===== config.mk =====
export PLATFORM = sky130hd
export DESIGN_NAME = regfile_mp_sb
export DESIGN_NICKNAME = d
export VERILOG_FILES = /design/src/rtl/rf_pkg.sv /design/src/rtl/rf_scoreboard.sv /design/src/rtl/regfile_mp_sb.sv
export SDC_FILE = /design/constraint.sdc
export NUM_CORES = 2
export LEC_CHECK = 0
export CORE_ASPECT_RATIO = 1.4
export CORE_MARGIN = 2
export CORE_UTILIZATION = 25
export CTS_BUF_LIST = sky130_fd_sc_hd__clkbuf_16
export CTS_CLUSTER_DIAMETER = 100
export CTS_CLUSTER_SIZE = 25
export DETAILED_ROUTE_END_ITERATION = 12
export MAX_ROUTING_LAYER = met4
export SLEW_MARGIN = 10
export SYNTH_ARGS = -nofsm -noshare
export SYNTH_HDL_FRONTEND = slang
export SYNTH_HIERARCHICAL = 1
export SYNTH_SLANG_ARGS = --single-unit
export TNS_END_PERCENT = 30

===== constraint.sdc =====
create_clock -name clock -period 4.45 [get_ports clock]
set_clock_uncertainty 0.05 [all_clocks]
set_input_delay 0.89 -clock clock [delete_from_list [all_inputs] [get_ports clock]]
set_output_delay 0.89 -clock clock [all_outputs]
set_load 0.1 [all_outputs]

===== src/rtl/rf_pkg.sv =====
// Shared definitions for the multi-port register file: default sizes,
// address-width helper, common data/address types and the debug FSM states.
package rf_pkg;

    localparam int XLEN_DEF = 64;
    localparam int NREG_DEF = 32;
    localparam int AW_DEF   = $clog2(NREG_DEF);

    // Address width needed to index n registers.
    function automatic int rf_aw(input int n);
        return $clog2(n);
    endfunction

    typedef logic [AW_DEF-1:0]   rf_addr_t;
    typedef logic [XLEN_DEF-1:0] xlen_t;

    typedef enum logic {
        DBG_IDLE,
        DBG_ACK
    } dbg_state_e;

endpackage


===== src/rtl/rf_scoreboard.sv =====
// Per-register busy scoreboard: set on issue, cleared on writeback, bulk-cleared
// on flush, plus the busy lookup seen by the read ports with writeback bypass.
module rf_scoreboard
    import rf_pkg::*;
#(
    parameter int NREG     = NREG_DEF,
    parameter int NRD      = 2,
    parameter int NWR      = 1,
    parameter int ZERO_REG = 1
) (
    input  logic                        clock,
    input  logic                        reset,
    input  logic [NRD*rf_aw(NREG)-1:0]  rd_addr,
    output logic [NRD-1:0]              rd_busy,
    input  logic [NWR-1:0]              wr_en,
    input  logic [NWR*rf_aw(NREG)-1:0]  wr_addr,
    input  logic                        iss_en,
    input  logic [rf_aw(NREG)-1:0]      iss_addr,
    input  logic                        flush
);

    localparam int AW = rf_aw(NREG);

    logic [NREG-1:0] busy;
    logic [NREG-1:0] busy_next;
    logic [NREG-1:0] wr_hit;
    logic [NREG-1:0] iss_hit;

    // Decode which registers are written back and which one is issued this cycle
    always_comb begin
        // NOTE: every output of a combinational block gets a default first, so no
        // path leaves it unassigned and no latch is inferred.
        wr_hit  = '0;
        iss_hit = '0;
        for (int k = 0; k < NWR; k++) begin
            if (wr_en[k]) wr_hit[wr_addr[k*AW +: AW]] = 1'b1;
        end
        if (iss_en) iss_hit[iss_addr] = 1'b1;
        if (ZERO_REG != 0) iss_hit[0] = 1'b0;
    end

    // Flush beats everything; a new producer beats a same-cycle writeback
    always_comb begin
        busy_next = flush ? '0 : ((busy & ~wr_hit) | iss_hit);
    end

    // Busy vector register
    always_ff @(posedge clock or negedge reset) begin
        if (!reset) busy <= '0;
        else        busy <= busy_next;
    end

    // Busy lookup for the read ports; a same-cycle writeback reads as not busy
    always_comb begin
        rd_busy = '0;
        for (int i = 0; i < NRD; i++) begin
            rd_busy[i] = busy[rd_addr[i*AW +: AW]] & ~wr_hit[rd_addr[i*AW +: AW]];
        end
    end

endmodule


===== src/rtl/regfile_mp_sb.sv =====
// Integer register file for the NPC core: NRD combinational read ports with
// write bypass, NWR write ports (highest index wins), busy scoreboard and a
// registered debug read port with a one-cycle ack.
module regfile_mp_sb
    import rf_pkg::*;
#(
    parameter int XLEN     = XLEN_DEF,
    parameter int NREG     = NREG_DEF,
    parameter int NRD      = 2,
    parameter int NWR      = 1,
    parameter int ZERO_REG = 1
) (
    input  logic                        clock,
    input  logic                        reset,
    input  logic [NRD*rf_aw(NREG)-1:0]  rd_addr,
    output logic [NRD*XLEN-1:0]         rd_data,
    output logic [NRD-1:0]              rd_busy,
    input  logic [NWR-1:0]              wr_en,
    input  logic [NWR*rf_aw(NREG)-1:0]  wr_addr,
    input  logic [NWR*XLEN-1:0]         wr_data,
    input  logic                        iss_en,
    input  logic [rf_aw(NREG)-1:0]      iss_addr,
    input  logic                        flush,
    input  logic                        dbg_req,
    input  logic [rf_aw(NREG)-1:0]      dbg_addr,
    output logic                        dbg_ack,
    output logic [XLEN-1:0]             dbg_rdata
);

    localparam int AW  = rf_aw(NREG);
    localparam int NLK = NRD + 1;   // read ports plus the debug port

    logic [NREG-1:0][XLEN-1:0] regs;
    logic [AW-1:0]             lk_addr [NLK];
    logic [XLEN-1:0]           lk_data [NLK];
    dbg_state_e                state;
    dbg_state_e                state_next;

    // Collect the read-port addresses and the debug address into one lookup list
    always_comb begin
        for (int i = 0; i < NRD; i++) lk_addr[i] = rd_addr[i*AW +: AW];
        lk_addr[NRD] = dbg_addr;
    end

    // Stored value with same-cycle write forwarding; later ports override earlier
    always_comb begin
        for (int i = 0; i < NLK; i++) begin
            lk_data[i] = regs[lk_addr[i]];
            for (int k = 0; k < NWR; k++) begin
                if (wr_en[k] && (wr_addr[k*AW +: AW] == lk_addr[i])) begin
                    lk_data[i] = wr_data[k*XLEN +: XLEN];
                end
            end
            if ((ZERO_REG != 0) && (lk_addr[i] == '0)) lk_data[i] = '0;
        end
    end

    for (genvar i = 0; i < NRD; i++) begin : g_rd
        assign rd_data[i*XLEN +: XLEN] = lk_data[i];
    end

    // Register array update
    always_ff @(posedge clock or negedge reset) begin
        if (!reset) begin
            // NOTE: the whole array is reset on purpose, so the file can be kept
            // in flops and every register reads a defined 0 after reset.
            regs <= '0;
        end else begin
            // NOTE: non-blocking updates in port order mean the last (highest
            // index) port targeting an address is the one that sticks.
            for (int k = 0; k < NWR; k++) begin
                if (wr_en[k] && !((ZERO_REG != 0) && (wr_addr[k*AW +: AW] == '0))) begin
                    regs[wr_addr[k*AW +: AW]] <= wr_data[k*XLEN +: XLEN];
                end
            end
        end
    end

    // Debug FSM state register
    always_ff @(posedge clock or negedge reset) begin
        if (!reset) state <= DBG_IDLE;
        else        state <= state_next;
    end

    // Debug FSM next state: accept in IDLE, always return from ACK
    always_comb begin
        state_next = state;
        case (state)
            DBG_IDLE: if (dbg_req) state_next = DBG_ACK;
            DBG_ACK:  state_next = DBG_IDLE;
            default:  state_next = DBG_IDLE;
        endcase
    end

    // Debug FSM output: ack is high for the single cycle spent in ACK
    always_comb begin
        dbg_ack = (state == DBG_ACK);
    end

    // Debug data capture; the forwarded value is the register's post-edge value
    always_ff @(posedge clock or negedge reset) begin
        if (!reset)                          dbg_rdata <= '0;
        else if (state == DBG_IDLE && dbg_req) dbg_rdata <= lk_data[NRD];
    end

    rf_scoreboard #(
        .NREG     (NREG),
        .NRD      (NRD),
        .NWR      (NWR),
        .ZERO_REG (ZERO_REG)
    ) u_scoreboard (
        .clock    (clock),
        .reset    (reset),
        .rd_addr  (rd_addr),
        .rd_busy  (rd_busy),
        .wr_en    (wr_en),
        .wr_addr  (wr_addr),
        .iss_en   (iss_en),
        .iss_addr (iss_addr),
        .flush    (flush)
    );

endmodule


* Word-level counts from Yosys, hierarchy flattened
Cells that the tools add are included.
** Cells by class
- Reduce and logical (&&, ||, !) cells :: 12
- Bitwise gates (word level) :: 8
- Eq/ne operators :: 3
- Muxes and demuxes :: 32
- $lt $le $gt $ge :: 7
** Operator list (number)
- 2048-bit bitwise mux :: 1
- 64-bit binary-select mux with 5-bit select :: 3
- 64-bit 2-to-1 mux :: 10
- 64-bit demux with 5-bit select :: 1
- 32-bit 2-to-1 mux :: 3
- 32-bit bitwise AND :: 1
- 32-bit inverter :: 1
- 32-bit OR :: 1
- 5-bit by 6-bit less-than comparator with 1-bit output, second input constant :: 5
- 1-bit binary-select mux with 5-bit select :: 4
- 5-bit logical NOT :: 4
- 5-bit equality test :: 3
- 1-bit demux with 5-bit select :: 2
- 5-bit by 1-bit >= comparator with 1-bit output, second input constant :: 2
- 1-bit logical AND :: 7
- 1-bit 2-to-1 mux :: 7
- 1-bit inverter :: 3
- 1-bit bitwise AND :: 2
- 1-bit case mux with 2 select lines :: 1
- 1-bit logical NOT :: 1
** Word-level totals
- Logic and storage cells :: 97
- Register bits after elaboration :: 2145

* Logic depth before layout (Yosys ltp)
- Word-level depth :: 9
- Gate-level depth with buffers :: 10

* Hierarchy
The synthesis kept the hierarchy.
** Modules (own cells, without submodules)
- regfile_mp_sb :: cells an instance 8601, instances 1, area each 127086.9 um^2
- rf_scoreboard :: cells an instance 252, instances 1, area each 2207.1 um^2

* Worst setup path before layout
Ideal clock, no wire load.
- Kind :: input port to output port
- From :: input rd_addr[6]
- To :: output rd_busy[1]
- Buffers on the path :: 1
- Arrival :: 4.066 ns
- Slack :: -0.556 ns
- Stages on the path :: 6
- Path through :: buf_4 -> mux4_2 -> o22ai_1 -> a311oi_1 -> a211oi_1 -> a311oi_1
** On the way
- Word-level cells in the longest chain between the ends :: 4
- Elaborated cells between the ends (all ways) :: 6
- Those cells by class :: 4 x mux; 2 x bitwise
** RTL lines
- from (decl) :: RTL line regfile_mp_sb.sv:15 : input logic [NRD*rf_aw(NREG)-1:0] rd_addr,
- 1-bit binary-select mux with 5-bit select :: RTL line rf_scoreboard.sv:57 : rd_busy[i] = busy[rd_addr[i*AW +: AW]] & ~wr_hit[rd_addr[i*AW +: AW]];
- 1-bit 2-to-1 mux (not written as such) :: RTL line rf_scoreboard.sv:57
- 1-bit inverter :: RTL line rf_scoreboard.sv:57
- 1-bit bitwise AND (*) :: RTL line rf_scoreboard.sv:57
- to (decl) :: RTL line regfile_mp_sb.sv:17 : output logic [NRD-1:0] rd_busy,
Every way passes the cells marked *; elsewhere a longest branch is shown, timed or not. The select of a mux whose other input is x is not followed.

* Worst setup path after layout
- From :: input rd_addr[5]
- To :: output rd_data[117]
** On the way
- Word-level cells in the longest chain between the ends :: 4
- Elaborated cells between the ends (all ways) :: 7
- Those cells by class :: 1 x eq/ne; 4 x mux; 2 x reduce/logical
** RTL lines
- 64-bit binary-select mux with 5-bit select or 5-bit equality test (tied branches) :: RTL line regfile_mp_sb.sv:48, regfile_mp_sb.sv:50
- 64-bit 2-to-1 mux (not written as such) or 1-bit logical AND (tied branches) :: RTL line regfile_mp_sb.sv:48, regfile_mp_sb.sv:50
- 64-bit 2-to-1 mux :: RTL line regfile_mp_sb.sv:50 : if (wr_en[k] && (wr_addr[k*AW +: AW] == lk_addr[i])) begin
- 64-bit 2-to-1 mux (*) :: RTL line regfile_mp_sb.sv:54 : if ((ZERO_REG != 0) && (lk_addr[i] == '0)) lk_data[i] = '0;
- to (decl) :: RTL line regfile_mp_sb.sv:16 : output logic [NRD*XLEN-1:0] rd_data,
Marked as above.

==> flow_summary.json <==
{
  "final_util": 0.292,
  "finalCritPeriodShare": 1.01,
  "grt_pass1_vias": 93400,
  "ys_warn_count": 6,
  "fin_ws_ns": -0.0593,
  "cp_data_required_time_ns": 3.51,
  "period_needed_ns": 4.51,
  "grt_usage": 0.220,
  "synthArstFlopShare": 1.00,
  "crit_top_cell": "buf_4",
  "violations": "negative setup slack",
  "setup_viol": 4,
  "syn_inst": 8853,
  "critPathArrivalTime_ns": 3.57,
  "antenna_found_initial": 42,
  "synthTopCellsByArea": "dfrtp_1 42%, mux4_2 27%, mux2_2 18%",
  "holdWs_ns": 0.378,
  "wl_per_cell_um": 36.4,
  "p_per_area_mw_per_mm2": 384,
  "status": "complete, but fails checks",
  "critPathBufInv": 6,
  "die_w_um": 612,
  "finalHoldViolCount": 0,
  "grt_overflow": 0,
  "ys_seq_elements": 2145,
  "syn_to_final_growth_pct": 16.5,
  "end_kind": "output pin",
  "path_max_fanout": 9,
  "ir_drop_v": 0.000373,
  "detail-route-antenna-nets": 0,
  "cts-root-buf": "clkbuf_16",
  "critPathKind": "primary input to output pin",
  "setup.worst_path.start_class": "primary input",
  "dieArea_mm2": 0.523,
  "grt_max_degree": 169,
  "drv_slew": 0,
  "synth_top_cell_area_share": 0.415,
  "cts_buffers": 99,
  "initial_utilization": 0.251,
  "fill_cells": 51500,
  "drive_above_1_share": 0.547,
  "ys.flop_type": "dfrtp_1",
  "fp-row-count": 312,
  "path_cells": "buf_16 > buf_4 > xnor2_2 > nand4_1 > buf_4 > or2_4 > nand3_1 > buf_4 > o211ai_1 > buf_4 > buf_12",
  "yosys.area.top_type": "dfrtp_1",
  "layout_commonest_cell": "dfrtp_1",
  "slowest_stage": "o211ai_1",
  "cts_tree": "built",
  "grt_pass1_wl_um": 787000,
  "leakage_nw": 61.0,
  "coreArea_mm2": 0.515,
  "viasPerCell": 5.96,
  "io-pin-count": 290,
  "hpwl_um": 374000,
  "htree_levels": 3,
  "io_buffers": 289,
  "maxCapViolCount": 0,
  "drc": 0,
  "drt-pass1-iter-count": 9,
  "layout_common_cells": "2145 x dfrtp_1, 2046 x mux2_2, 1539 x mux4_2, 599 x buf_4, 423 x buf_12",
  "drt_iter0_markers": 12300,
  "max_slew_margin": 0.179,
  "clkTransAtPathRegs_ns": 0.09,
  "cts_sinks": 2145,
  "via_count": 93900,
  "hold_class": "flop to flop",
  "rsz0062_at_grt": "false",
  "synth_edf_count": 0,
  "synth_area_per_cell_um2": 14.6,
  "place_congestion": 0.926,
  "nNetsFinal": 9042,
  "total_power_mw": 57.8,
  "cts.path.max_buffers": 3,
  "synth_nets": 8948,
  "clk_latency_ns": 0.81,
  "yosysSeqAreaShare": 0.415,
  "synth.distinct_cells": 72,
  "max_freq_mhz": 222,
  "synth_area_mm2": 0.129,
  "wl_um": 574000,
  "max_stage_delay_ns": 0.54,
  "cp_top_family": "buffers and inverters",
  "die_y_um": 855,
  "worst_pin_slew_ns": 1.23
}
[cell families (layout without fill, tap and decap cells)]
group,after synthesis,count (layout),synth area share
buffers and inverters,1190,1299,0.0423
other,0,42,0
muxes,3751,3751,0.460
AOI/OAI and AO/OA,939,939,0.0516
DFF,2145,2145,0.415
xor gates and xnor gates,23,23,0.00156
and+or+nand+nor,805,805,0.0299
[per-layer routing]
metal	global-route usage	wire length [um]	part of all wire	up-vias
li1	-	-	-	35200
met1	0.262	212000	0.37	51000
met2	0.333	261000	0.46	6061
met3	0.0525	55500	0.097	1612
met4	0.142	44800	0.078	0
met5	-	0	0	-
[path summary, 6_finish.rpt]
kind                                 start       endpoint  slack (ns)  cells after the start
min in group asynchronous            reset     regs[1391]        0.59                      2
worst min register to register    regs[33]       regs[33]        0.38                      0
worst min-delay path              regs[33]       regs[33]        0.38                      0
worst max register to register     dbg_ack  dbg_rdata[63]        1.46                      7
max in group asynchronous            reset     regs[1939]        2.30                      4
worst max-delay path            rd_addr[5]   rd_data[117]       -0.06                     11
[sequential cells by signal, indices dropped and copies added, names as in the netlist]
| signal | cells |
|---|---|
| regs | 2048 |
| dbg_ack | 1 |
| dbg_rdata | 64 |
| u_scoreboard/busy | 32 |
[layout make-up]
class / count / area (um2) / share of cell area
Timing Repair Buffer: 1170 / 14700 / 0.0978
Antenna cell: 42 / 105 / 0.000698
Clock inverter: 13 / 159 / 0.00105
Inverter: 13 / 55.1 / 0.000366
Tap cell: 6751 / 8450 / 0.0561
Sequential cell: 2145 / 53700 / 0.356
Multi-Input combinational cell: 5518 / 70900 / 0.471
Clock buffer: 103 / 2580 / 0.0171
[cells in the mapped netlist, types with 64 or more instances]
master	count
o21ai_0	91
a22o_1	64
dfrtp_1	2145
nor4_1	72
mux2i_1	163
buf_2	254
clkbuf_1	697
nor2_1	108
mux4_2	1539
nand3_1	104
o22ai_1	337
buf_4	163
a22oi_1	143
nand2_1	311
mux2_2	2046
[what timing repair did]
| action | in CTS | in global routing |
|---|---|---|
| gates resized for setup | 53 | 24 |
| gates cloned | 3 | 3 |
| endpoints found under the hold margin | 22 | 0 |
| hold buffers | 1 | 0 |
| pin swaps | 10 | 13 |
| setup buffers | 13 | 3 |
| endpoints found under the setup margin | 121 | 67 |
[stage by stage]
stage          area [um2]  setup slack, ns  std cells  setup TNS (ns)
2_1_floorplan      129000           -0.441       8853          -0.441
3_3_place_gp       147000           -0.665      15600          -25.51
3_5_place_dp       147000           -0.599      15600          -19.38
4_1_cts            150000         -0.00668      15700        -0.00681
5_1_grt            151000          0.00316      15700               0
6_report           151000          -0.0593      15800         -0.0860
[power by group]
part / switching, mW / internal [mW]
Combinational: 9.56 / 10.3
Clock: 6.96 / 4.27
Sequential: 3.59 / 23.1
(Power assumes the default switching activity.)
